[src/rtl/asteroide_pkg.sv]
// Shared definitions for the asteroid destroy controller: default sizing,
// coordinate type and the state encodings reported on db_uc_destroi.
package asteroide_pkg;

  localparam int N_ASTEROIDES = 16;
  localparam int ADDR_W       = 4;
  localparam int COORD_W      = 4;

  typedef logic [COORD_W-1:0] coord_t;

  localparam logic [3:0] ST_INICIAL      = 4'h0;
  localparam logic [3:0] ST_ESPERA       = 4'h1;
  localparam logic [3:0] ST_ZERA         = 4'h2;
  localparam logic [3:0] ST_ESPERA_MEM   = 4'h3;
  localparam logic [3:0] ST_COMPARA      = 4'h4;
  localparam logic [3:0] ST_REMOVE       = 4'h5;
  localparam logic [3:0] ST_VERIFICA_RCO = 4'h6;
  localparam logic [3:0] ST_INCREMENTA   = 4'h7;
  localparam logic [3:0] ST_SINALIZA     = 4'h8;
  localparam logic [3:0] ST_ERRO         = 4'hF;

endpackage

[src/rtl/uc_destroi_asteroide_if.sv]
// Bus between the game-control side / asteroid memory+flags (master) and
// the destroy controller (slave).
interface uc_destroi_asteroide_if #(
  parameter int ADDR_W  = 4,
  parameter int COORD_W = 4
);
  logic               destroi_asteroide;
  logic [COORD_W-1:0] tiro_x;
  logic [COORD_W-1:0] tiro_y;
  logic               aste_loaded;
  logic [COORD_W-1:0] aste_x;
  logic [COORD_W-1:0] aste_y;
  logic [ADDR_W-1:0]  aste_addr;
  logic               clear_loaded;
  logic               acertou;
  logic [ADDR_W:0]    num_acertos;
  logic               fim_destroi_asteroide;
  logic [3:0]         db_uc_destroi;

  modport master (
    output destroi_asteroide, tiro_x, tiro_y, aste_loaded, aste_x, aste_y,
    input  aste_addr, clear_loaded, acertou, num_acertos,
           fim_destroi_asteroide, db_uc_destroi
  );

  modport slave (
    input  destroi_asteroide, tiro_x, tiro_y, aste_loaded, aste_x, aste_y,
    output aste_addr, clear_loaded, acertou, num_acertos,
           fim_destroi_asteroide, db_uc_destroi
  );
endinterface

[src/rtl/contador_asteroide.sv]
// Slot address counter: synchronous clear, count enable, rco flags the last slot.
module contador_asteroide #(
  parameter int N_ASTEROIDES = 16,
  parameter int ADDR_W       = 4
) (
  input  logic              clock,
  input  logic              reset,
  input  logic              i_clr,
  input  logic              i_en,
  output logic [ADDR_W-1:0] o_count,
  output logic              o_rco
);
  logic [ADDR_W-1:0] r_count;

  // slot index register; clear wins over enable
  always_ff @(posedge clock) begin
    if (reset || i_clr) r_count <= '0;
    else if (i_en)      r_count <= r_count + 1'b1;
  end

  assign o_count = r_count;
  assign o_rco   = (r_count == ADDR_W'(N_ASTEROIDES - 1));
endmodule

[src/rtl/uc_destroi_asteroide.sv]
// Destroy-asteroid controller: on a shot, scans every slot, compares each
// loaded asteroid with the shot position and clears the hit slot(s).
// Optional feature macro: MULTI_HIT_EN (defined: keep scanning after a hit and
// clear every match; undefined: stop at the first, lowest-index match).
//
// state           | meaning
// INICIAL    (0)  | after reset
// ESPERA     (1)  | idle, waiting for start
// ZERA       (2)  | clear address counter and hit results
// ESPERA_MEM (3)  | wait for memory read data of current slot
// COMPARA    (4)  | compare slot with shot
// REMOVE     (5)  | clear loaded flag, count hit
// VERIFICA_RCO(6) | last slot?
// INCREMENTA (7)  | next slot
// SINALIZA   (8)  | one-cycle done pulse
// ERRO       (F)  | illegal code trap, left only by reset
module uc_destroi_asteroide #(
  parameter int N_ASTEROIDES = asteroide_pkg::N_ASTEROIDES,
  parameter int ADDR_W       = asteroide_pkg::ADDR_W,
  parameter int COORD_W      = asteroide_pkg::COORD_W
) (
  input logic                   clock,
  input logic                   reset,
  uc_destroi_asteroide_if.slave bus
);
  import asteroide_pkg::*;

  logic [3:0]        r_state;
  logic [3:0]        w_next;
  logic              w_hit;
  logic              w_rco;
  logic [ADDR_W-1:0] w_addr;
  logic              r_acertou;
  logic [ADDR_W:0]   r_num;

  // an unloaded slot never counts, even with matching coordinates
  assign w_hit = bus.aste_loaded && (bus.aste_x == bus.tiro_x) && (bus.aste_y == bus.tiro_y);

  contador_asteroide #(
    .N_ASTEROIDES(N_ASTEROIDES),
    .ADDR_W      (ADDR_W)
  ) u_contador (
    .clock  (clock),
    .reset  (reset),
    .i_clr  (r_state == ST_ZERA),
    .i_en   (r_state == ST_INCREMENTA),
    .o_count(w_addr),
    .o_rco  (w_rco)
  );

  // next-state decode; scan ends on the last-slot check, so the counter never wraps
  always_comb begin
    w_next = r_state;
    case (r_state)
      ST_INICIAL:      w_next = ST_ESPERA;
      ST_ESPERA:       if (bus.destroi_asteroide) w_next = ST_ZERA;
      ST_ZERA:         w_next = ST_ESPERA_MEM;
      ST_ESPERA_MEM:   w_next = ST_COMPARA;
      ST_COMPARA:      w_next = w_hit ? ST_REMOVE : ST_VERIFICA_RCO;
`ifdef MULTI_HIT_EN
      ST_REMOVE:       w_next = ST_VERIFICA_RCO;
`else
      ST_REMOVE:       w_next = ST_SINALIZA;
`endif
      ST_VERIFICA_RCO: w_next = w_rco ? ST_SINALIZA : ST_INCREMENTA;
      ST_INCREMENTA:   w_next = ST_ESPERA_MEM;
      ST_SINALIZA:     w_next = ST_ESPERA;
      default:         w_next = ST_ERRO;
    endcase
  end

  // state register
  always_ff @(posedge clock) begin
    if (reset) r_state <= ST_INICIAL;
    else       r_state <= w_next;
  end

  // hit results: cleared at scan start, held after the scan until the next one
  always_ff @(posedge clock) begin
    if (reset || (r_state == ST_ZERA)) begin
      r_acertou <= 1'b0;
      r_num     <= '0;
    end else if (r_state == ST_REMOVE) begin
      r_acertou <= 1'b1;
      if (r_num != (ADDR_W+1)'(N_ASTEROIDES)) r_num <= r_num + 1'b1;
    end
  end

  assign bus.aste_addr             = w_addr;
  assign bus.clear_loaded          = (r_state == ST_REMOVE);
  assign bus.fim_destroi_asteroide = (r_state == ST_SINALIZA);
  assign bus.acertou               = r_acertou;
  assign bus.num_acertos           = r_num;
  assign bus.db_uc_destroi         = r_state;
endmodule

[src/flat_wrapper.sv]
// flat-port wrapper written by rule: the top's interface ports become plain ports
module uc_destroi_asteroide_flat import asteroide_pkg::*;
#(
  parameter int N_ASTEROIDES = asteroide_pkg::N_ASTEROIDES,
  parameter int ADDR_W       = asteroide_pkg::ADDR_W,
  parameter int COORD_W      = asteroide_pkg::COORD_W
)
  (clock, reset, bus_destroi_asteroide, bus_tiro_x, bus_tiro_y, bus_aste_loaded, bus_aste_x, bus_aste_y, bus_aste_addr, bus_clear_loaded, bus_acertou, bus_num_acertos, bus_fim_destroi_asteroide, bus_db_uc_destroi);
  uc_destroi_asteroide_if #(.ADDR_W(ADDR_W), .COORD_W(COORD_W)) bus_i ();
  input logic clock;
  input logic reset;
  input wire logic [$bits(bus_i.destroi_asteroide)-1:0] bus_destroi_asteroide;
  input wire logic [$bits(bus_i.tiro_x)-1:0] bus_tiro_x;
  input wire logic [$bits(bus_i.tiro_y)-1:0] bus_tiro_y;
  input wire logic [$bits(bus_i.aste_loaded)-1:0] bus_aste_loaded;
  input wire logic [$bits(bus_i.aste_x)-1:0] bus_aste_x;
  input wire logic [$bits(bus_i.aste_y)-1:0] bus_aste_y;
  output wire logic [$bits(bus_i.aste_addr)-1:0] bus_aste_addr;
  output wire logic [$bits(bus_i.clear_loaded)-1:0] bus_clear_loaded;
  output wire logic [$bits(bus_i.acertou)-1:0] bus_acertou;
  output wire logic [$bits(bus_i.num_acertos)-1:0] bus_num_acertos;
  output wire logic [$bits(bus_i.fim_destroi_asteroide)-1:0] bus_fim_destroi_asteroide;
  output wire logic [$bits(bus_i.db_uc_destroi)-1:0] bus_db_uc_destroi;
  assign bus_i.destroi_asteroide = bus_destroi_asteroide;
  assign bus_i.tiro_x = bus_tiro_x;
  assign bus_i.tiro_y = bus_tiro_y;
  assign bus_i.aste_loaded = bus_aste_loaded;
  assign bus_i.aste_x = bus_aste_x;
  assign bus_i.aste_y = bus_aste_y;
  assign bus_aste_addr = bus_i.aste_addr;
  assign bus_clear_loaded = bus_i.clear_loaded;
  assign bus_acertou = bus_i.acertou;
  assign bus_num_acertos = bus_i.num_acertos;
  assign bus_fim_destroi_asteroide = bus_i.fim_destroi_asteroide;
  assign bus_db_uc_destroi = bus_i.db_uc_destroi;
  uc_destroi_asteroide #(.N_ASTEROIDES(N_ASTEROIDES), .ADDR_W(ADDR_W), .COORD_W(COORD_W)) u_core (.clock(clock), .reset(reset), .bus(bus_i));
endmodule
[config.mk]
export PLATFORM = sky130hd
export DESIGN_NAME = uc_destroi_asteroide_flat
export DESIGN_NICKNAME = d
export VERILOG_FILES = /design/src/rtl/asteroide_pkg.sv /design/src/rtl/uc_destroi_asteroide_if.sv /design/src/rtl/contador_asteroide.sv /design/src/rtl/uc_destroi_asteroide.sv /design/src/flat_wrapper.sv
export SDC_FILE = /design/constraint.sdc
export NUM_CORES = 1
export LEC_CHECK = 0
export CAP_MARGIN = 10
export CORE_ASPECT_RATIO = 1.4
export CORE_MARGIN = 1
export CORE_UTILIZATION = 40
export DETAILED_ROUTE_END_ITERATION = 8
export GPL_ROUTABILITY_DRIVEN = 0
export GPL_TIMING_DRIVEN = 0
export PLACE_DENSITY = 0.75
export SLEW_MARGIN = 40
export SYNTH_ARGS = -nofsm -noshare
export SYNTH_HDL_FRONTEND = slang
export SYNTH_SLANG_ARGS = --single-unit
[constraint.sdc]
create_clock -name clock -period 2.14 [get_ports clock]
set_clock_uncertainty 0.2 [all_clocks]
set_input_delay 0.428 -clock clock [delete_from_list [all_inputs] [get_ports clock]]
set_output_delay 0.428 -clock clock [all_outputs]
set_load 0.01 [all_outputs]
==> run summary, run 1 <==
The run finished with clean final reports. The overflow left after global routing is 0. In this run the static leakage power is 0.4964 nW.

In this run the clock root is driven by a sky130_fd_sc_hd__clkbuf_4. The number of antenna cells inserted came out at 0. The most used flip-flop cell after synthesis is sky130_fd_sc_hd__dfxtp_1. The DRC violations left came out at 0.

The Yosys step of the flow raised 0 warnings. In this run the cell area measured after placement is 1264 µm². Along the worst path, the maximum fanout reaches 10. The longest individual stage delay on the worst path came out at 0.36 ns. The starting density of the core is 43.90%. The final number of hold-violating endpoints is 0. The critical path startpoint category is a register. Counting instances in the post-synthesis netlist gives the leading cell types as 14 x sky130_fd_sc_hd__dfxtp_1, 14 x sky130_fd_sc_hd__nor2_1, 8 x sky130_fd_sc_hd__xor2_1. In this design, the largest share of critical-path delay is due to buffers and inverters. The count of pins over their slew limit came out at 0.

The global-route usage over all layers is 17.00%. The horizontal extent of the die came out at 41.80 µm. In this run, synthesis produced a sequential element count of 14.

The switching share of power is 25.43%. Relative to the synthesized area, the layout overhead comes to 47.67%. The worst setup path is captured at an output pin. The worst IR drop on VDD is 0.0003413 V.

The signal on the critical path passes through buf_6 > and4bb_1 > buf_2 > dlygate4sd2_1. The post-route netlist has 12.95% of its cells at a drive strength greater than 1. The number of antenna violations at the first check in global routing came out at 0. The post-synthesis cell type count is 38. After detailed routing, the number of vias per cell comes to 5.263. The clock transition at the registers of the reported paths came out at 0.08 ns. Setup repair after global routing left no endpoint under its margin.

The via total after detailed routing came out at 842. Summed over all instances, the cell type with the most area after synthesis is sky130_fd_sc_hd__dfxtp_1. The power density over the cells came out at 476.8 nW/µm². Sorting the synthesized cells by area gives the leading types as sky130_fd_sc_hd__dfxtp_1 32%, sky130_fd_sc_hd__xor2_1 7.9%, sky130_fd_sc_hd__xnor2_1 6.9%. CTS built an H-tree with a depth of 1. The number of enable flip-flop cells after synthesis is 0.

The total non-filler cell area in the finished layout came out at 1310 µm². The critical path class is register to output pin. The number of clock sinks is 14. Subtracting the final worst setup slack from the clock period gives 2.005 ns.

The placed wire-length estimate after detailed placement is 1.441 mm. For the worst-skew pair, the clock arrives at the later sink with an insertion delay of 0.28 ns. The die boundary height is 57.72 µm. The via count of the first global-routing pass came out at 826. For this block, the routed nets add up to 1.746 mm of wire.

The share of total power in combinational logic came out at 25.4%. The violation count after the first detailed-routing iteration is 5. The sum of buffers and inverters on the critical path is 3. The number of top-level pins came out at 36. The worst hold path belongs to the class register to register. The actual transition at the worst max-transition pin came out at 0.6109 ns. The largest individual stage delay along the critical path comes from the cell sky130_fd_sc_hd__dfxtp_2. The cell row count came out at 19. In this run the tightest slew margin relative to its limit is 59.14%. The power share of the clock group came out at 30.0%. The floorplan step defined a core boundary enclosing 2021 µm². Synthesis produced a netlist with a net count of 123.

The worst path uses 93.70% of the clock period. The maximum root-to-sink buffer count came out at 2. The setup TNS is 0 ns. The wire length of the first global-routing pass came out at 3.229 mm. Sequential cells account for 44.6% of the total power.

The final setup violation count came out at 0. Dividing the detail-routed wire length by the instance count gives 10.91 µm. The net total in the final layout is 163. The CTS tree is built. The die footprint came out at 2413 µm². The average cell area after synthesis is 8.871 µm². The cell count after synthesis is 100. The detail route stage leaves a number of antenna-violating nets equal to 0.

For this design the total switching power over the nets is 0.0001588 W. The required time reported for the critical path endpoint is 1.51 ns. The share of synthesized area occupied by flip-flops and latches is 31.59%. The synthesized area came out at 887.1 µm². The total internal power came out at 0.0004658 W. For the worst setup path, the data arrival time is 1.38 ns.

The fraction of post-synthesis cell area in the top cell type by area came out at 31.59%. For this run, the share of the core covered by cells in the final layout is 64.83%. Entering global routing, the biggest net connects 11 pins. The maximum clock frequency came out at 0.4987 GHz. The clock buffer count from CTS is 3. After synthesis, the share of flip-flops with an asynchronous set or reset is 0%. The first TritonRoute pass finished after 4 iterations.

Once routing completed, OpenROAD measured the worst setup slack at 0.1349 ns. Max-cap violations in this run came to 0. The count of buffers from port buffering came out at 35. The setup slack after placement is -0.1513 ns.
-- placed cells by master (no fill, tap or decap), types with 2 or more instances in the layout --
master                            count
sky130_fd_sc_hd__o21ai_0              4
sky130_fd_sc_hd__nor2b_1              2
sky130_fd_sc_hd__dlygate4sd2_1        2
sky130_fd_sc_hd__nand2_1              6
sky130_fd_sc_hd__nand3_1              3
sky130_fd_sc_hd__clkdlybuf4s50_1     33
sky130_fd_sc_hd__mux2i_1              2
sky130_fd_sc_hd__nand2b_1             2
sky130_fd_sc_hd__xnor2_1              7
sky130_fd_sc_hd__nand4_1              3
sky130_fd_sc_hd__ha_1                 3
sky130_fd_sc_hd__a31oi_1              2
sky130_fd_sc_hd__nor2_1              14
sky130_fd_sc_hd__xor2_1               8
sky130_fd_sc_hd__inv_1                4
sky130_fd_sc_hd__dfxtp_2              2
sky130_fd_sc_hd__dfxtp_1             12
sky130_fd_sc_hd__clkbuf_4             4
sky130_fd_sc_hd__buf_6                2
-- cell families (layout without fill, tap and decap cells) --
| kind of cell | Yosys count | in the layout | share of synthesized area (%) |
|---|---|---|---|
| XOR/XNOR | 15 | 15 | 14.81 |
| AND/OR/NAND/NOR | 38 | 38 | 22.99 |
| buffers and inverters | 11 | 50 | 6.910 |
| adder cells (fa/ha/maj) | 3 | 3 | 4.232 |
| AO/OA/AOI/OAI | 17 | 17 | 17.21 |
| multiplexers | 2 | 2 | 2.257 |
| flip-flops | 14 | 14 | 31.59 |
-- registers in the layout, indices dropped and copies added, names as in the netlist --
register                   flops
u_core.bus.acertou             1
u_core.u_contador.o_count      4
u_core.bus.num_acertos         5
u_core.bus.db_uc_destroi       4
-- worst register-to-register path, delay by kind of cell (launching register included) --
kind                   cells  cell delay [ns]
AOI/OAI and AO/OA          1             0.63
and+or+nand+nor            1             0.12
DFF                        1             0.43
buffers and inverters      2             0.22
-- power groups by stage --
stage / clock (W) / sequential, W / combinational [W]
after CTS: 0.000192 / 0.000279 / 0.000161
after global placement: 0 / 0.000284 / 0.000155
after floorplan: 0 / 0.000286 / 0.0000878
final: 0.000187 / 0.000279 / 0.000159
after global routing: 0.000205 / 0.000280 / 0.000176
after detailed placement: 0 / 0.000284 / 0.000159
-- layout make-up --
class | count | area, µm²
repair buffers | 35 | 347.8
clock buffers | 4 | 36.28
plain buffers | 6 | 46.29
inverters | 5 | 18.77
multi-input cells | 75 | 551.8
fillers | 177 | 710.7
flip-flops and latches | 14 | 282.8
well taps | 21 | 26.28
-- per-layer routing --
layer | track usage [%] | share of wire (%) | wire length [µm]
met1 | 18.22 | 40 | 695
met2 | 31.03 | 51 | 889
met3 | 4.050 | 6.6 | 115
met4 | 7.834 | 2.6 | 46
met5 | 0 | 0 | 0
-- path summary, 6_finish.rpt --
kind / startpoint / endpoint / slack (ns) / depth (start not counted)
worst max-delay path: u_core.bus.db_uc_destroi[0]$_SDFFE_PP0P_ / bus_clear_loaded / 0.13 / 4
worst min-delay path: u_core.bus.acertou$_SDFFE_PP0P_ / u_core.bus.acertou$_SDFFE_PP0P_ / 0.29 / 2
worst max register to register: u_core.bus.db_uc_destroi[1]$_SDFFE_PP0P_ / u_core.bus.acertou$_SDFFE_PP0P_ / 0.42 / 4
worst min register to register: u_core.bus.acertou$_SDFFE_PP0P_ / u_core.bus.acertou$_SDFFE_PP0P_ / 0.29 / 2
-- metrics by stage --
stage | hold WS, ns | std cells | total power [W]
CTS | 0.2878 | 160 | 0.0006317
detailed placement | 0.2678 | 156 | 0.0004429
finish | 0.2950 | 160 | 0.0006246
global placement | 0.2540 | 156 | 0.0004389
global route | 0.2957 | 160 | 0.0006614
floorplan | 0.3049 | 100 | 0.0003737
-- what timing repair did --
item | in CTS | in global routing
gates resized for setup | 7 | 0
hold buffers | 0 | 0
buffers inserted | 0 | 0
setup endpoints to repair | 2 | 0
Note: power is estimated with default switching activity, not from simulation.
==> inputs of run 2 (changes only) <==
Settings changed: SETUP_SLACK_MARGIN from default to 0.15.
==> run summary, run 2 (same netlist as run 1, synthesis figures left out) <==
OpenSTA, run right after detailed placement, puts the worst setup slack at -0.1513 ns. The number of fill cells came out at 176. The mean number of vias per cell came out at 5.263.

The combined area of the multi-input logic cells came out at 551.8 µm². The number of antenna cells inserted came out at 0. The flip-flop and latch area is 284.0 µm². The run finished with clean final reports. The library cells used most frequently in the layout, excluding fill and tap cells, are 33 x sky130_fd_sc_hd__clkdlybuf4s50_1, 14 x sky130_fd_sc_hd__nor2_1, 11 x sky130_fd_sc_hd__dfxtp_1, 8 x sky130_fd_sc_hd__xor2_1, 7 x sky130_fd_sc_hd__xnor2_1.

Dividing the final minimum period by the clock period gives 91.81%. The initialized floorplan defines 19 standard-cell rows. The sequential fraction of design power came out at 44.6%. The flip-flop count of the largest register, all copies and words added came out at 5.

The maximum clock frequency came out at 0.5090 GHz. During I/O placement, the number of pins put on the boundary was 36. After layout, the design draws a total of 0.0006249 W. At the worst endpoint, the arrival time is 1.34 ns. Entering global routing, the biggest net connects 11 pins.

The required time reported for the critical path endpoint came out at 1.51 ns. The depth of the most critical reg-to-reg path is 4. The CTS tree is built. The power density over the cells is 477.0 nW/µm². The total internal power is 0.0004660 W. The floorplan step defined a die boundary enclosing 2413 µm². The analysis attributes to net switching a power of 0.0001589 W. For this block, the initial DRC count from the detailed router was 5.

The via count of the first global-routing pass was 826. The average wire length per cell after detail routing is 10.93 µm. The longest individual stage delay on the worst path is 0.38 ns.

The final setup violation count came out at 0. The overflow left after global routing is 0. The core outline area is 2021 µm².

The clock buffer count from CTS came out at 3. The number of hold buffers added after CTS was 0. The shortest period the worst path allows came out at 1.965 ns. Summing over every cut layer, the via total after detailed routing is 842.

The first global-routing pass estimated 3.229 mm of wire. The post-detailed-routing wire length came out at 1.748 mm. The critical path goes through clkbuf_4 > nor4b_2 > clkdlybuf4s15_2. The final number of hold-violating endpoints came to 0.

The DRC violations left came out at 0. The remaining max-slew budget at the tightest pin is 59.14%. The number of levels in the clock H-tree came out at 1. The worst hold endpoint is u_core.bus.acertou$_SDFFE_PP0P_. In this run the most critical hold path is launched from u_core.bus.acertou$_SDFFE_PP0P_. In this run the critical register-to-register path is launched from u_core.bus.db_uc_destroi[1]$_SDFFE_PP0P_. The number of maximum-capacitance constraint violations is 0. The root buffer selected by CTS is sky130_fd_sc_hd__clkbuf_4.

The actual transition at the worst max-transition pin came out at 0.6109 ns. Leaving out fill and tap cells, the most frequent cell in the layout is sky130_fd_sc_hd__clkdlybuf4s50_1. The horizontal extent of the die is 41.80 µm.

The worst hold path belongs to the class register to register. The starting density of the core is 43.90%. The slowest stage of the critical path belongs to the cell sky130_fd_sc_hd__dfxtp_2.

In this run the static leakage power is 0.4888 nW. The worst path meets setup with 0.1753 ns of slack. The number of antenna violations at the first check in global routing is 0. The clock latency of the later-clocked register in the worst-skew pair is 0.28 ns. The net total in the final layout is 163. In this run the critical register-to-register path is captured at u_core.bus.acertou$_SDFFE_PP0P_. The count of pins over their slew limit came out at 0. The power share of the clock group is 29.9%. The number of iterations in the first detailed-routing pass is 4. The placed wire-length estimate after detailed placement came out at 1.441 mm. The layout-stage area growth over the synthesis result came out at 47.67%.

The number of clock sinks is 14. In this run switching power makes up 25.42% of total power. The count of buffers from port buffering came out at 35. Setup repair after global routing could not meet its margin everywhere.

The worst IR drop on VDD came out at 0.0003413 V. The share of total power in combinational logic came out at 25.4%. The worst setup path is captured at an output pin. The largest fanout on the critical path is 10. Counting instances, the worst hold path has a depth of 2. The clock transition at the registers of the reported paths came out at 0.08 ns. The detail route stage leaves a number of antenna-violating nets equal to 0. The worst setup path is launched from a register. The floorplan step set the die height to 57.72 µm. For flop-to-flop paths, the worst setup slack is 0.42 ns. Cells with a size suffix above 1 make up 15.11% of the layout.

In the global route stage, overall resource usage came out at 17.00%. The maximum root-to-sink buffer count came out at 2. The critical path class is register to output pin.
[run 2: cell count changes in the layout (fill, tap and decap cells not counted)]
| cell | before | now |
|---|---|---|
| sky130_fd_sc_hd__dfxtp_1 | 12 | 11 |
| sky130_fd_sc_hd__dfxtp_2 | 2 | 3 |
| sky130_fd_sc_hd__clkbuf_2 | 0 | 1 |
| sky130_fd_sc_hd__dlygate4sd2_1 | 2 | 0 |
| sky130_fd_sc_hd__clkdlybuf4s15_2 | 0 | 1 |
[run 2: worst max-delay path, delay by kind of cell (launching register included)]
kind          cells  cell delay, ns
simple gates      1            0.22
flops             1            0.38
buf+inv           2            0.47
[run 2: how the worst max path moves through the flow]
stage                                                   startpoint                        end  depth (start not counted)
after floorplan           u_core.bus.db_uc_destroi[3]$_SDFFE_PP0P_  bus_fim_destroi_asteroide                          2
after global placement    u_core.bus.db_uc_destroi[3]$_SDFFE_PP0P_  bus_fim_destroi_asteroide                          3
after detailed placement  u_core.bus.db_uc_destroi[3]$_SDFFE_PP0P_  bus_fim_destroi_asteroide                          3
after CTS                 u_core.bus.db_uc_destroi[2]$_SDFFE_PP0P_  bus_fim_destroi_asteroide                          3
after global routing      u_core.bus.db_uc_destroi[3]$_SDFFE_PP0P_  bus_fim_destroi_asteroide                          3
final                     u_core.bus.db_uc_destroi[3]$_SDFFE_PP0P_  bus_fim_destroi_asteroide                          3
[run 2: area by class of cell]
cell class / count / share of cell area [%]
well taps: 21 / 2.006
flip-flops and latches: 14 / 21.68
repair buffers: 35 / 26.46
multi-input cells: 75 / 42.12
inverters: 5 / 1.433
plain buffers: 6 / 3.534
clock buffers: 4 / 2.770
[run 2: repair_timing]
| item | in CTS | in global routing |
|---|---|---|
| setup endpoints to repair | 2 | 2 |
| buffers inserted | 0 | 0 |
| resized for setup | 10 | 2 |
[run 2: power by group through the flow]
stage	Sequential [W]	Combinational, W	Clock [W]
after CTS	0.000279	0.000161	0.000192
after global placement	0.000284	0.000155	0
after floorplan	0.000286	0.0000878	0
final	0.000279	0.000159	0.000187
after global routing	0.000281	0.000176	0.000205
after detailed placement	0.000284	0.000159	0
[run 2: per-layer routing]
metal	share of wire, %	track usage (%)
met2	51	31.03
met4	2.6	7.834
met5	0	0
met1	40	18.22
met3	6.6	4.050
[run 2: per-stage QoR]
| step | hold WS (ns) | area, µm² | util (%) | setup TNS (ns) | instances |
|---|---|---|---|---|---|
| final | 0.2950 | 1310 | 64.83 | 0 | 160 |
| after global routing | 0.2957 | 1310 | 64.83 | 0 | 160 |
| after CTS | 0.2878 | 1314 | 65.02 | 0 | 160 |
| after detailed placement | 0.2678 | 1264 | 62.54 | -0.1513 | 156 |
| after global placement | 0.2540 | 1264 | 62.54 | -0.06506 | 156 |
| after floorplan | 0.3049 | 887.1 | - | 0 | 100 |
==> inputs of run 3 (changes only) <==
Settings changed: CTS_CLUSTER_DIAMETER from default to 30, PLACE_DENSITY 0.75 to 0.8.
==> run summary, run 3 (same netlist as run 1, synthesis figures left out) <==
The flow ran to the end, and the final reports show no timing, DRC or antenna violations. Subtracting the final worst setup slack from the clock period gives 1.929 ns. Entering global routing, the biggest net connects 11 pins. The utilization after layout is 65.39%. 0 antenna diodes ended up in the layout. The setup slack after placement is -0.1033 ns. In the global route stage, overall resource usage came out at 18.55%.

After detailed routing, the average wire length per cell comes to 11.81 µm. The number of maximum-capacitance constraint violations came out at 0. The wire-length estimate of the detail-placed layout is 1.582 mm. The total design power came out at 0.0006317 W. Clock-pin slew was measured on the worst setup and hold paths at 0.08 ns. Of all nets on the critical path, the largest fanout is 10. The first global-routing pass estimated 3.505 mm of wire. The minimum setup slack among reg-to-reg paths came out at 0.40 ns. For this design the top-level I/O count stands at 36. Setup repair after global routing left no endpoint under its margin. The CTS tree is built. The highest-delay cell along the critical path is sky130_fd_sc_hd__dfxtp_2. The count of nets left with antenna violations once routing finished came out at 0.

The initial utilization of the core area, before any placement, comes to 43.90%. The cts-stage hold buffer count came out at 0. The cell sitting at the root of the clock tree is a sky130_fd_sc_hd__clkbuf_4. The net count of the finished layout is 164.

Walking the worst path, the cells encountered are buf_6 > and4bb_1 > buf_4 > clkdlybuf4s15_2. The count of pins over their slew limit came out at 0. The fraction of final layout cells sized beyond drive strength 1 is 16.43%. Together, buffers and inverters on the worst path number 3. The floorplan has 19 rows. Power spread over the standard cell area amounts to 478.1 nW/µm². In this run the worst hold path is classified as register to register.

Timing would allow up to 0.5185 GHz. The number of clock buffers added by TritonCTS is 3. The critical path class is register to output pin.

The mean number of vias per cell came out at 5.391. The critical path startpoint category is a register. Once placement completed, the tool counted placed cells totaling 156. In this design, the largest share of critical-path delay is due to buffers and inverters. The critical path arrival is 1.30 ns. Leaving out fill and tap cells, the most frequent cells in the layout are 33 x sky130_fd_sc_hd__clkdlybuf4s50_1, 14 x sky130_fd_sc_hd__nor2_1, 10 x sky130_fd_sc_hd__dfxtp_1, 8 x sky130_fd_sc_hd__xor2_1, 7 x sky130_fd_sc_hd__xnor2_1.

The post-detailed-routing wire length is 1.902 mm. The via count of the first global-routing pass is 841. The horizontal extent of the die came out at 41.80 µm.

The number of antenna violations at the first check in global routing is 0. The die boundary height is 57.72 µm. The violation count after the first detailed-routing iteration is 15. The total overflow left after global routing is 0. The final standard cell count with taps included and fillers excluded is 161. The number of iterations in the first detailed-routing pass came out at 4. The kind of end point of the critical path is an output pin. Counting every sink on the clock net gives 14. The required time reported for the critical path endpoint is 1.51 ns. The via total after detailed routing is 868. The post-layout worst setup margin is 0.2115 ns. The flip-flop count of the largest register, all copies and words added came out at 5. The actual transition at the worst max-transition pin came out at 0.6028 ns. The worst IR drop on VDD came out at 0.0003328 V. The final number of hold-violating endpoints was 0. The longest individual stage delay on the worst path came out at 0.35 ns. The leakage power total is 0.4956 nW. The remaining max-slew budget at the tightest pin is 59.67%. The core outline area is 2021 µm². The clock passes through at most 2 buffers. The die covers 2413 µm².

The count of buffers from port buffering came out at 35. In this run the number of H-tree levels came out at 1. The final setup violation count is 0. The DRC violations left came out at 0. After filler insertion, the fill cell instance count of the layout stands at 165.

Compared with the post-synthesis result, the final layout area differs by 48.94%. The clock reaches the later pin of the worst-skew pair after 0.28 ns. The period utilization came out at 90.12%.

The setup TNS came out at 0 ns. The library cell used most frequently in the layout, excluding fill and tap cells, is sky130_fd_sc_hd__clkdlybuf4s50_1.
==> run 3: where the power goes <==
part           internal [W]  total, W  switching, W
logic             0.0000970  0.000166     0.0000690
clock network      0.000103  0.000186     0.0000831
registers          0.000270  0.000279    0.00000975
==> run 3: metal layers <==
layer  routed length (µm)  up-vias  track usage (%)
met5                    0        -                0
met4                   46        0            8.295
met3                  105        6            4.361
met2                 1026       36            33.48
met1                  723      397            20.35
li1                     -      429                -
==> run 3: area by class of cell <==
class                           instances  area, µm²  area share (%)
Multi-Input combinational cell         75      551.8           41.76
Timing Repair Buffer                   36      354.1           26.80
Sequential cell                        14      285.3           21.59
Buffer                                  6      48.80           3.693
Clock buffer                            4      36.28           2.746
Tap cell                               21      26.28           1.989
Inverter                                5      18.77           1.420
==> run 3: tightest hold or removal path: cells and delay by family, from the launching register on <==
kind	cells	cell delay, ns
simple gates	2	0.13
flops	1	0.34
==> run 3: path summary, 6_finish.rpt <==
check	startpoint	to	cells after the start
min reg2reg	u_core.bus.acertou$_SDFFE_PP0P_	u_core.bus.acertou$_SDFFE_PP0P_	2
max	u_core.bus.db_uc_destroi[0]$_SDFFE_PP0P_	bus_clear_loaded	4
max reg2reg	u_core.u_contador.o_count[0]$_SDFFE_PP0P_	u_core.bus.db_uc_destroi[1]$_SDFFE_PP0P_	5
min	u_core.bus.acertou$_SDFFE_PP0P_	u_core.bus.acertou$_SDFFE_PP0P_	2
==> run 3: timing repair <==
action	4_1_cts	5_1_grt
gates cloned	0	0
setup endpoints to repair	2	2
pin swaps	0	0
setup buffers	0	1
resized for setup	12	5
==> run 3: per-stage QoR <==
stage | hold WS (ns) | instance area (µm²)
floorplan | 0.3049 | 887.1
global placement | 0.2581 | 1264
detailed placement | 0.2703 | 1264
CTS | 0.2911 | 1315
global route | 0.3042 | 1321
finish | 0.2905 | 1321
